==> config.mk <==
export PLATFORM = sky130hd
export DESIGN_NAME = randn_multi
export DESIGN_NICKNAME = d
export VERILOG_FILES = /design/src/rtl/randn_multi.sv
export SDC_FILE = /design/constraint.sdc
export NUM_CORES = 1
export LEC_CHECK = 0
export ABC_AREA = 1
export CAP_MARGIN = 10
export CORE_MARGIN = 2
export CORE_UTILIZATION = 55
export CTS_BUF_LIST = sky130_fd_sc_hd__clkbuf_8
export DETAILED_ROUTE_END_ITERATION = 12
export GPL_TIMING_DRIVEN = 0
export HOLD_SLACK_MARGIN = 0.12
export PLACE_DENSITY = 0.78
export SLEW_MARGIN = 20
export SYNTH_ARGS = -nofsm -noshare
export SYNTH_HDL_FRONTEND = slang
export SYNTH_SLANG_ARGS = --single-unit
==> constraint.sdc <==
create_clock -name clk -period 5.85 [get_ports clk]
set_clock_uncertainty 0.2 [all_clocks]
set_input_delay 0.585 -clock clk [delete_from_list [all_inputs] [get_ports clk]]
set_output_delay 0.585 -clock clk [all_outputs]
set_load 0.02 [all_outputs]
==> src/rtl/randn_multi.sv <==
// Multi-channel approximate-Gaussian noise source: per-channel Galois LFSR uniforms,
// summed in groups, scaled by a runtime gain. Define RANDN_SAT_EN for symmetric output clamping.
module randn_multi #(
    parameter int          NCH       = 2,
    parameter int          OUT_W     = 10,
    parameter int          U_W       = 8,
    parameter int          NSUM_LOG2 = 2,
    parameter int          SHIFT     = 4,
    parameter logic [31:0] SEED_BASE = 32'hACE1_2468
) (
    input  logic                 clk,
    input  logic                 set,
    input  logic                 en,
    input  logic [7:0]           gain,
    output logic [NCH*OUT_W-1:0] out,
    output logic                 out_valid
);

    localparam int AW = U_W + NSUM_LOG2;              // exact width of a sum of 2^NSUM_LOG2 uniforms
    localparam int PW = AW + 9;                       // signed sum times unsigned 8-bit gain
    localparam int EW = (PW > OUT_W) ? PW : OUT_W;
    localparam int CW = (NSUM_LOG2 > 0) ? NSUM_LOG2 : 1;
    localparam logic [CW-1:0] CNT_MAX = CW'((1 << NSUM_LOG2) - 1);
    localparam logic [31:0]   POLY    = 32'h8020_0003; // x^32+x^22+x^2+x+1, right-shifting Galois form

    logic [CW-1:0] cnt;
    logic          wrap;
    logic          sum_vld;

    // With NSUM_LOG2=0 the counter sits at zero, so every enabled cycle closes a group.
    assign wrap = (cnt == CNT_MAX);

    // NOTE: sequential state uses non-blocking assignments so every register samples pre-edge values.
    always_ff @(posedge clk or posedge set) begin
        if (set) begin
            cnt       <= '0;
            sum_vld   <= 1'b0;
            out_valid <= 1'b0;
        end else begin
            sum_vld   <= en & wrap;
            out_valid <= sum_vld;
            if (en) cnt <= wrap ? '0 : cnt + CW'(1);
        end
    end

    for (genvar k = 0; k < NCH; k++) begin : g_ch
        localparam logic [31:0] SEED_RAW = SEED_BASE ^ (32'(k) * 32'h9E37_79B9);
        localparam logic [31:0] SEED     = (SEED_RAW == 32'd0) ? 32'd1 : SEED_RAW;

        logic [31:0]             lfsr;
        logic signed [AW-1:0]    acc;
        logic signed [AW-1:0]    sum;
        logic signed [AW-1:0]    u_ext;
        logic signed [EW-1:0]    sum_ext;
        logic signed [EW-1:0]    gain_ext;
        logic signed [OUT_W-1:0] lim;
        logic signed [OUT_W-1:0] outr;

        assign u_ext    = AW'($signed(lfsr[31 -: U_W]));
        assign sum_ext  = EW'(sum);
        assign gain_ext = EW'({1'b0, gain});

`ifdef RANDN_SAT_EN
        localparam logic signed [EW-1:0] SAT_HI = EW'((1 << (OUT_W - 1)) - 1);
        localparam logic signed [EW-1:0] SAT_LO = -SAT_HI;
        logic signed [EW-1:0] sh;

        // NOTE: every path assigns lim, so this stays purely combinational with no latch.
        always_comb begin
            sh = (sum_ext * gain_ext) >>> SHIFT;
            if (sh > SAT_HI)      lim = OUT_W'(SAT_HI);
            else if (sh < SAT_LO) lim = OUT_W'(SAT_LO);
            else                  lim = OUT_W'(sh);
        end
`else
        always_comb begin
            lim = OUT_W'((sum_ext * gain_ext) >>> SHIFT);
        end
`endif

        always_ff @(posedge clk or posedge set) begin
            if (set) begin
                lfsr <= SEED;
                acc  <= '0;
                sum  <= '0;
                outr <= '0;
            end else begin
                if (en) begin
                    lfsr <= {1'b0, lfsr[31:1]} ^ (lfsr[0] ? POLY : 32'd0);
                    if (wrap) begin
                        sum <= acc + u_ext;
                        acc <= '0;
                    end else begin
                        acc <= acc + u_ext;
                    end
                end
                // Scaling finishes a pending group even if en has dropped.
                if (sum_vld) outr <= lim;
            end
        end

        assign out[k*OUT_W +: OUT_W] = outr;
    end

endmodule
==> Word level (Yosys, flattened, before mapping) <==
Index checks and enable logic that the tools add are counted.
{ "totals": {"ff_bits": 128, "out_inout_bits": 21, "in_bits": 11, "elab_cells": 26} }
{ "op_classes": {"reduce_logical": 1, "multipliers": 2, "muxes": 5, "addsub": 3, "bitwise": 3, "eq_ne": 1} }
{ "op_table": {"columns": ["op", "count"], "rows": [
  ["two-way mux 32 bit", 2],
  ["bitwise XOR 31 x 32 -> 32 bit", 2],
  ["multiplier 10 x 9 -> 14 bit", 2],
  ["adder 10 x 8 -> 10 bit", 2],
  ["two-way mux 10 bit", 2],
  ["adder 2 x 1 -> 2 bit (second input constant)", 1],
  ["== test 2 bit (second input constant)", 1],
  ["two-way mux 2 bit", 1],
  ["AND reduction 2 bit", 1],
  ["bitwise AND 1 bit", 1]
]} }

==> Logic depth before layout (Yosys ltp) <==
Gate-level depths: netlist of run 1.
{ "depth": {"word_depth": 2, "depth_mapped": 23} }

==> Worst setup path after synthesis of run 1 <==
OpenSTA, ideal clock, no wires.
{ "synth_timing": {"path_type": "input -> register", "start": "input port gain[1]", "end": "register g_ch[1].outr[6]", "arrival_ps": 4362, "setup_ps": 132, "path_slack_ps": 1156, "stages": 18, "path_cell_list": "clkbuf_1 buf_1 nand2_1 fa_1 inv_1 fa_1 inv_1 fa_1 fa_1 inv_1 ha_1 a21oi_1 nand2_1 nand2_1 nand2_1 a21oi_1 xor2_1 o21ai_1"} }
{ "synth_between": {"elab_chain_cells": 1} }
{ "synth_rtl": {"columns": ["element", "line", "rtl"], "rows": [
  ["from (decl)", "14", "input logic [7:0] gain,"],
  ["multiplier 10 x 9 -> 14 bit", "77", "lim = OUT_W'((sum_ext * gain_ext) >>> SHIFT);"],
  ["to (signal assigned)", "98", "if (sum_vld) outr <= lim;"],
  ["to (decl)", "57", "logic signed [OUT_W-1:0] outr;"]
]} }
No other way between the ends.
A chain may end at the register's enable or synchronous reset.

==> Worst setup path after layout of run 1 <==
{ "layout_timing": {"start": "input port gain[5]", "end": "register g_ch[1].outr[9]"} }
Same word-level chain as after synthesis.

==> results of run 1 <==
final timing paths:
| path | from | slack [ps] | cells past startpoint | end |
|---|---|---|---|---|
| min in group asynchronous | set | 330 | 2 | g_ch[1].outr[6] |
| worst min register to register | g_ch[0].outr[1] | 280 | 2 | g_ch[0].outr[1] |
| worst max register to register | g_ch[1].sum[5] | 1210 | 17 | g_ch[1].outr[9] |
| max in group asynchronous | set | 4310 | 3 | g_ch[1].lfsr[29] |
| worst min-delay path | g_ch[0].outr[1] | 280 | 2 | g_ch[0].outr[1] |
| worst max-delay path | gain[5] | 440 | 19 | g_ch[1].outr[9] |
metal layers:
metal / global-route usage / wire, um
met5: 0 / 0
met4: 0.0974 / 702
met3: 0.0402 / 983
met2: 0.413 / 10700
met1: 0.292 / 9370
area by class of cell:
cell class,count,share of cell area
plain buffers,59,0.0219
flip-flops and latches,128,0.284
well taps,234,0.0256
clock inverters,13,0.00997
inverters,299,0.0988
multi-input cells,855,0.511
clock buffers,19,0.0229
repair buffers,28,0.0261
synth_stat cells, types with 9 or more instances:
cell type,instances
nand2_1,423
inv_1,293
dfrtp_1,98
fa_1,96
o21ai_0,85
ha_1,67
clkbuf_1,44
nand3_1,44
a21oi_1,33
dfstp_2,30
nor2_1,28
o21ai_1,12
xor2_1,12
xnor2_1,10
nand3b_1,9
critical path, stage by stage:
cell and delay, ps:
clkdlybuf4s50_1 500, buf_4 220, clkbuf_1 590, nand2_1 170
fa_1 570, inv_1 50, fa_1 460, fa_1 550
inv_1 60, fa_1 540, inv_1 50, ha_1 400
inv_2 60, nor3_1 260, nand3_1 100, nand3_1 130
nand3_1 90, nand3_1 80, nand2_1 70
metrics by stage:
stage                     instance area [um^2]  hold WS (ps)  setup TNS [ps]
after CTS                                11400           276               0
after global placement                   11000           251            -112
after floorplan                          10400           193               0
after detailed placement                 11000           257               0
after global routing                     11400           301               0
final                                    11400           275               0
registers in the layout, summed over array words and instances, names as in the netlist:
register,flops
g_ch.outr,20
g_ch.acc,20
sum_vld,1
cnt,2
g_ch.lfsr,64
out_valid,1
g_ch.sum,20
cells by family after synthesis:
family / synth area share
AOI/OAI and AO/OA: 0.0720
xor gates and xnor gates: 0.0184
adders and majority gates: 0.264
buffers and inverters: 0.131
DFF: 0.310
and+or+nand+nor: 0.204
==> run_results.csv, run 1 <==
group,metric,value,unit
synth,synth_top_area_share,0.235,
layout,layout.cells.non_filler,1635,
placement,dp.cells,1603,
status,status,"finished clean",
placement,pre_cts_ws,4.80,ps
route,wire_per_inst,13.3,um
clock_tree,cts_tree,"done",
timing,maxSlewViolCount,0,
worst_setup_path,critical_path.max_fanout,10,
min_path,min-delay-path-class,"flop to flop",
floorplan,ioPinCount,32,
route,ant_nets,0,
timing,setup_slack,441,ps
layout,final_common_cell,"nand2_1",
synth,yosysWarnings,0,
placement,numPortBuffers,27,
layout,diodes,0,
clock_tree,clk_latency,460,ps
global_route,grt_max_degree,78,
layout,syn_to_final_growth,9.30,%
worst_setup_path,critPathRequiredTime,6000,ps
route,drt-pass1-iter-count,5,
clock_tree,hold_buffers,0,
global_route,antenna_found_initial,0,
synth,yosysSeqAreaShare,0.310,
clock_tree,cts_buffer_depth,2,
synth,yosysTopAreaCell,"dfrtp_1",
clock_tree,path_clk_slew,90,ps
worst_setup_path,critPathArrivalTime,5560,ps
global_route,overflow,0,
worst_setup_path,cp-end-kind,"flop",
synth,syn-num-nets,1515,
synth,netlist_instances,1341,
timing,fmax,185,MHz
route,drc_errors,0,
synth,synth_top_flop_cell,"dfrtp_1",
timing,setup_viol,0,
floorplan,initial_core_util,0.560,
timing,hold_viol,0,
timing,final_min_period_over_clock_period,0.925,
clock_tree,h-tree-depth,4,
timing,period_minus_slack,5410,ps
synth,syn_avg_cell_area,7.79,um^2
floorplan,fp-row-count,50,
synth,synth_edf_count,0,
clock_tree,post_cts_buffers,0,
route,vias,8282,
route,routed_via_density,5.07,
global_route,grt_pass1_vias,8507,
clock_tree,cts-root-buf,"clkbuf_8",
global_route,grt_pass1_wl,38.2,mm
job,maxCapViolations,0,
synth,synth_seq_cells,128,
floorplan,die_width,142,um
floorplan,coreArea,18600,um^2
synth,synth_area_leaders,"dfrtp_1 (23%), fa_1 (18%), nand2_1 (15%)",
layout,multi_input_area,5830,um^2
global_route,track_usage,0.236,
synth,syn_area,10400,um^2
timing,slew_headroom,0.508,
synth,ys_types,33,
synth,async_flop_share,1.00,
layout,n_fill_cell,1670,
layout,final_nets,1562,
worst_setup_path,path_class,"input pin to flop",
floorplan,dieArea,20100,um^2
layout,post-route-util,0.612,
timing,tightest_slew,738,ps
placement,hpwl,16.7,mm
layout,final_layout_size_suffix_gt1_frac,0.0628,
layout,seqCellArea,3240,um^2
route,drtIter0Drc,475,
clock_tree,cts.sinks,128,
worst_setup_path,start_kind,"input pin",
placement,globalplace.congestion,0.854,
layout,layout_common_cells,"nand2_1 (423), inv_1 (292), dfrtp_1 (98)",
clock_tree,cts_resized,0,
timing,rsz0062_at_grt,"false",
clock_tree,cts_buffers,17,
route,routed_wl,21.7,mm
floorplan,die_y,142,um
Power of run 1 is left out: the tool's default activity adds up to more than one toggle a clock period on the data nets, which glitch-free logic cannot reach.
==> run 2, diff against run 1 <==
Settings changed: CAP_MARGIN 10 to 20.
==> results of run 2 <==
The final DEF is identical to that of run 1; final timing and power are the same.
Power of run 2 is left out for the same reason.
==> run 3, diff against run 2 <==
Settings changed: CORE_ASPECT_RATIO set to 1.2.
Clock period 5.85 ns to 5.8 ns, I/O delays scaled along.
==> run 3 against run 2 <==
Effect of this change:
- critical path depth fell by 1
- cell area hardly changed
- sequential cell count is the same
- first-iteration DRC count shrank 0.63%
- critical path type unchanged
- utilization shrank 0.19 points
- worst setup slack improved by 9.1 ps
- global-route usage rose by 0.25 points
- cell count increased by 1.3%
==> run_results.csv, run 3 (synthesized netlist as in run 1, its figures left out) <==
group,metric,value,unit
route,drc_errors,0,
status,status,"finished clean",
floorplan,coreArea,18700,um^2
placement,globalplace.congestion,0.911,
placement,numPortBuffers,27,
layout,layout_common_cells,"nand2_1 (423), inv_1 (293), dfrtp_1 (98)",
worst_setup_path,r2r_cells,16,
floorplan,dieArea,20100,um^2
layout,largest_reg_flops,64,
min_path,hold_path_end,"g_ch[1].lfsr[20]",
clock_tree,path_clk_slew,80,ps
timing,final_min_period_over_clock_period,0.922,
worst_setup_path,r2r-start,"g_ch[1].sum[3]",
global_route,grt_pass1_wl,38.5,mm
min_path,hp-start,"g_ch[1].lfsr[20]",
worst_setup_path,critPathSlowestCell,"clkbuf_1",
global_route,grt_pass1_vias,8578,
floorplan,die_y,155,um
layout,final_layout_size_suffix_gt1_frac,0.0621,
worst_setup_path,cp-end-kind,"flop",
floorplan,ioPinCount,32,
layout,largest-register,"g_ch.lfsr",
global_route,grt_max_degree,77,
timing,hold_viol,0,
clock_tree,cts_resized,0,
clock_tree,cts_buffers,17,
layout,diodes,0,
layout,final_nets,1562,
min_path,min-delay-path-class,"flop to flop",
worst_setup_path,path_class,"input pin to flop",
route,drtIter0Drc,472,
global_route,track_usage,0.239,
layout,syn_to_final_growth,9.40,%
clock_tree,hold_buffers,0,
worst_setup_path,cp_common_cell,"fa_1",
timing,slew_headroom,0.510,
clock_tree,post_cts_buffers,0,
worst_setup_path,start_kind,"input pin",
global_route,overflow,0,
layout,layout.cells.non_filler,1657,
worst_setup_path,critPathRequiredTime,5920,ps
placement,dp.cells,1625,
clock_tree,cts-root-buf,"clkbuf_8",
timing,period_minus_slack,5350,ps
min_path,hold-path-cell-count,2,
clock_tree,h-tree-depth,4,
route,routed_via_density,5.04,
worst_setup_path,critical_path.max_fanout,10,
floorplan,die_width,130,um
job,maxCapViolations,0,
worst_setup_path,path_cells,"clkdlybuf4s50_1 -> buf_4 -> clkbuf_1 -> nand2_1 -> fa_1 -> fa_1 -> inv_1 -> fa_1 -> inv_1 -> fa_1 -> inv_1 -> ha_1 -> nand2_1 -> nand2_1 -> or2_1 -> a21oi_1 -> xor2_1 -> o21ai_1",
layout,final_common_cell,"nand2_1",
worst_setup_path,reg2reg_slack,1210,ps
timing,rsz0062_at_grt,"false",
worst_setup_path,critPathArrivalTime,5470,ps
route,drt-pass1-iter-count,7,
clock_tree,cts_buffer_depth,2,
timing,maxSlewViolCount,0,
worst_setup_path,crit_path_max_incr_delay,570,ps
floorplan,initial_core_util,0.558,
timing,tightest_slew,735,ps
layout,post-route-util,0.610,
floorplan,fp-row-count,55,
layout,stdcell_area,11400,um^2
global_route,antenna_found_initial,0,
placement,place_area,11100,um^2
timing,fmax,187,MHz
clock_tree,cts_tree,"done",
clock_tree,cts.sinks,128,
route,wire_per_inst,13.3,um
route,ant_nets,0,
route,routed_wl,22.1,mm
clock_tree,clk_latency,460,ps
timing,setup_viol,0,
worst_setup_path,timing.rr.end,"g_ch[1].outr[5]",
route,vias,8346,
placement,hpwl,17.2,mm
## run 3: stage by stage
stage          setup slack (ps)  setup TNS (ps)  hold WS, ps
4_1_cts                     523               0          280
3_3_place_gp              -72.2           -6490          253
2_1_floorplan              1110               0          193
5_1_grt                     257               0          296
3_5_place_dp               56.5               0          264
6_report                    450               0          272
## run 3: critical path, delay by kind of cell
kind                     cells  cell delay (ps)
AO/OA/AOI/OAI                2              240
AND/OR/NAND/NOR              4              600
XOR/XNOR                     1              160
buffers and inverters        6             1460
adder cells (fa/ha/maj)      5             2440
## run 3: cell type report
| class | instances | area (um^2) |
|---|---|---|
| well taps | 256 | 320 |
| plain buffers | 59 | 250 |
| multi-input cells | 855 | 5830 |
| clock inverters | 15 | 125 |
| repair buffers | 28 | 298 |
| inverters | 299 | 1130 |
| fillers | 1696 | 7290 |
| clock buffers | 17 | 234 |
| flip-flops and latches | 128 | 3240 |
## run 3: worst max-delay path by stage
stage	start	slack (ps)	end
after floorplan	gain[1]	1110	g_ch[1].outr[6]
after global placement	set	-70	g_ch[0].acc[8]
after detailed placement	gain[5]	60	g_ch[1].outr[9]
after CTS	gain[5]	520	g_ch[1].outr[9]
after global routing	gain[5]	260	g_ch[1].outr[9]
final	gain[5]	450	g_ch[1].outr[5]
## run 3: metal layers
layer / share of wire / vias up / GRT usage
li1: - / 4091 / -
met1: 0.40 / 3982 / 0.278
met2: 0.52 / 216 / 0.433
met3: 0.040 / 57 / 0.0433
met4: 0.034 / 0 / 0.0927
met5: 0 / - / 0
Power of run 3 is left out for the same reason.
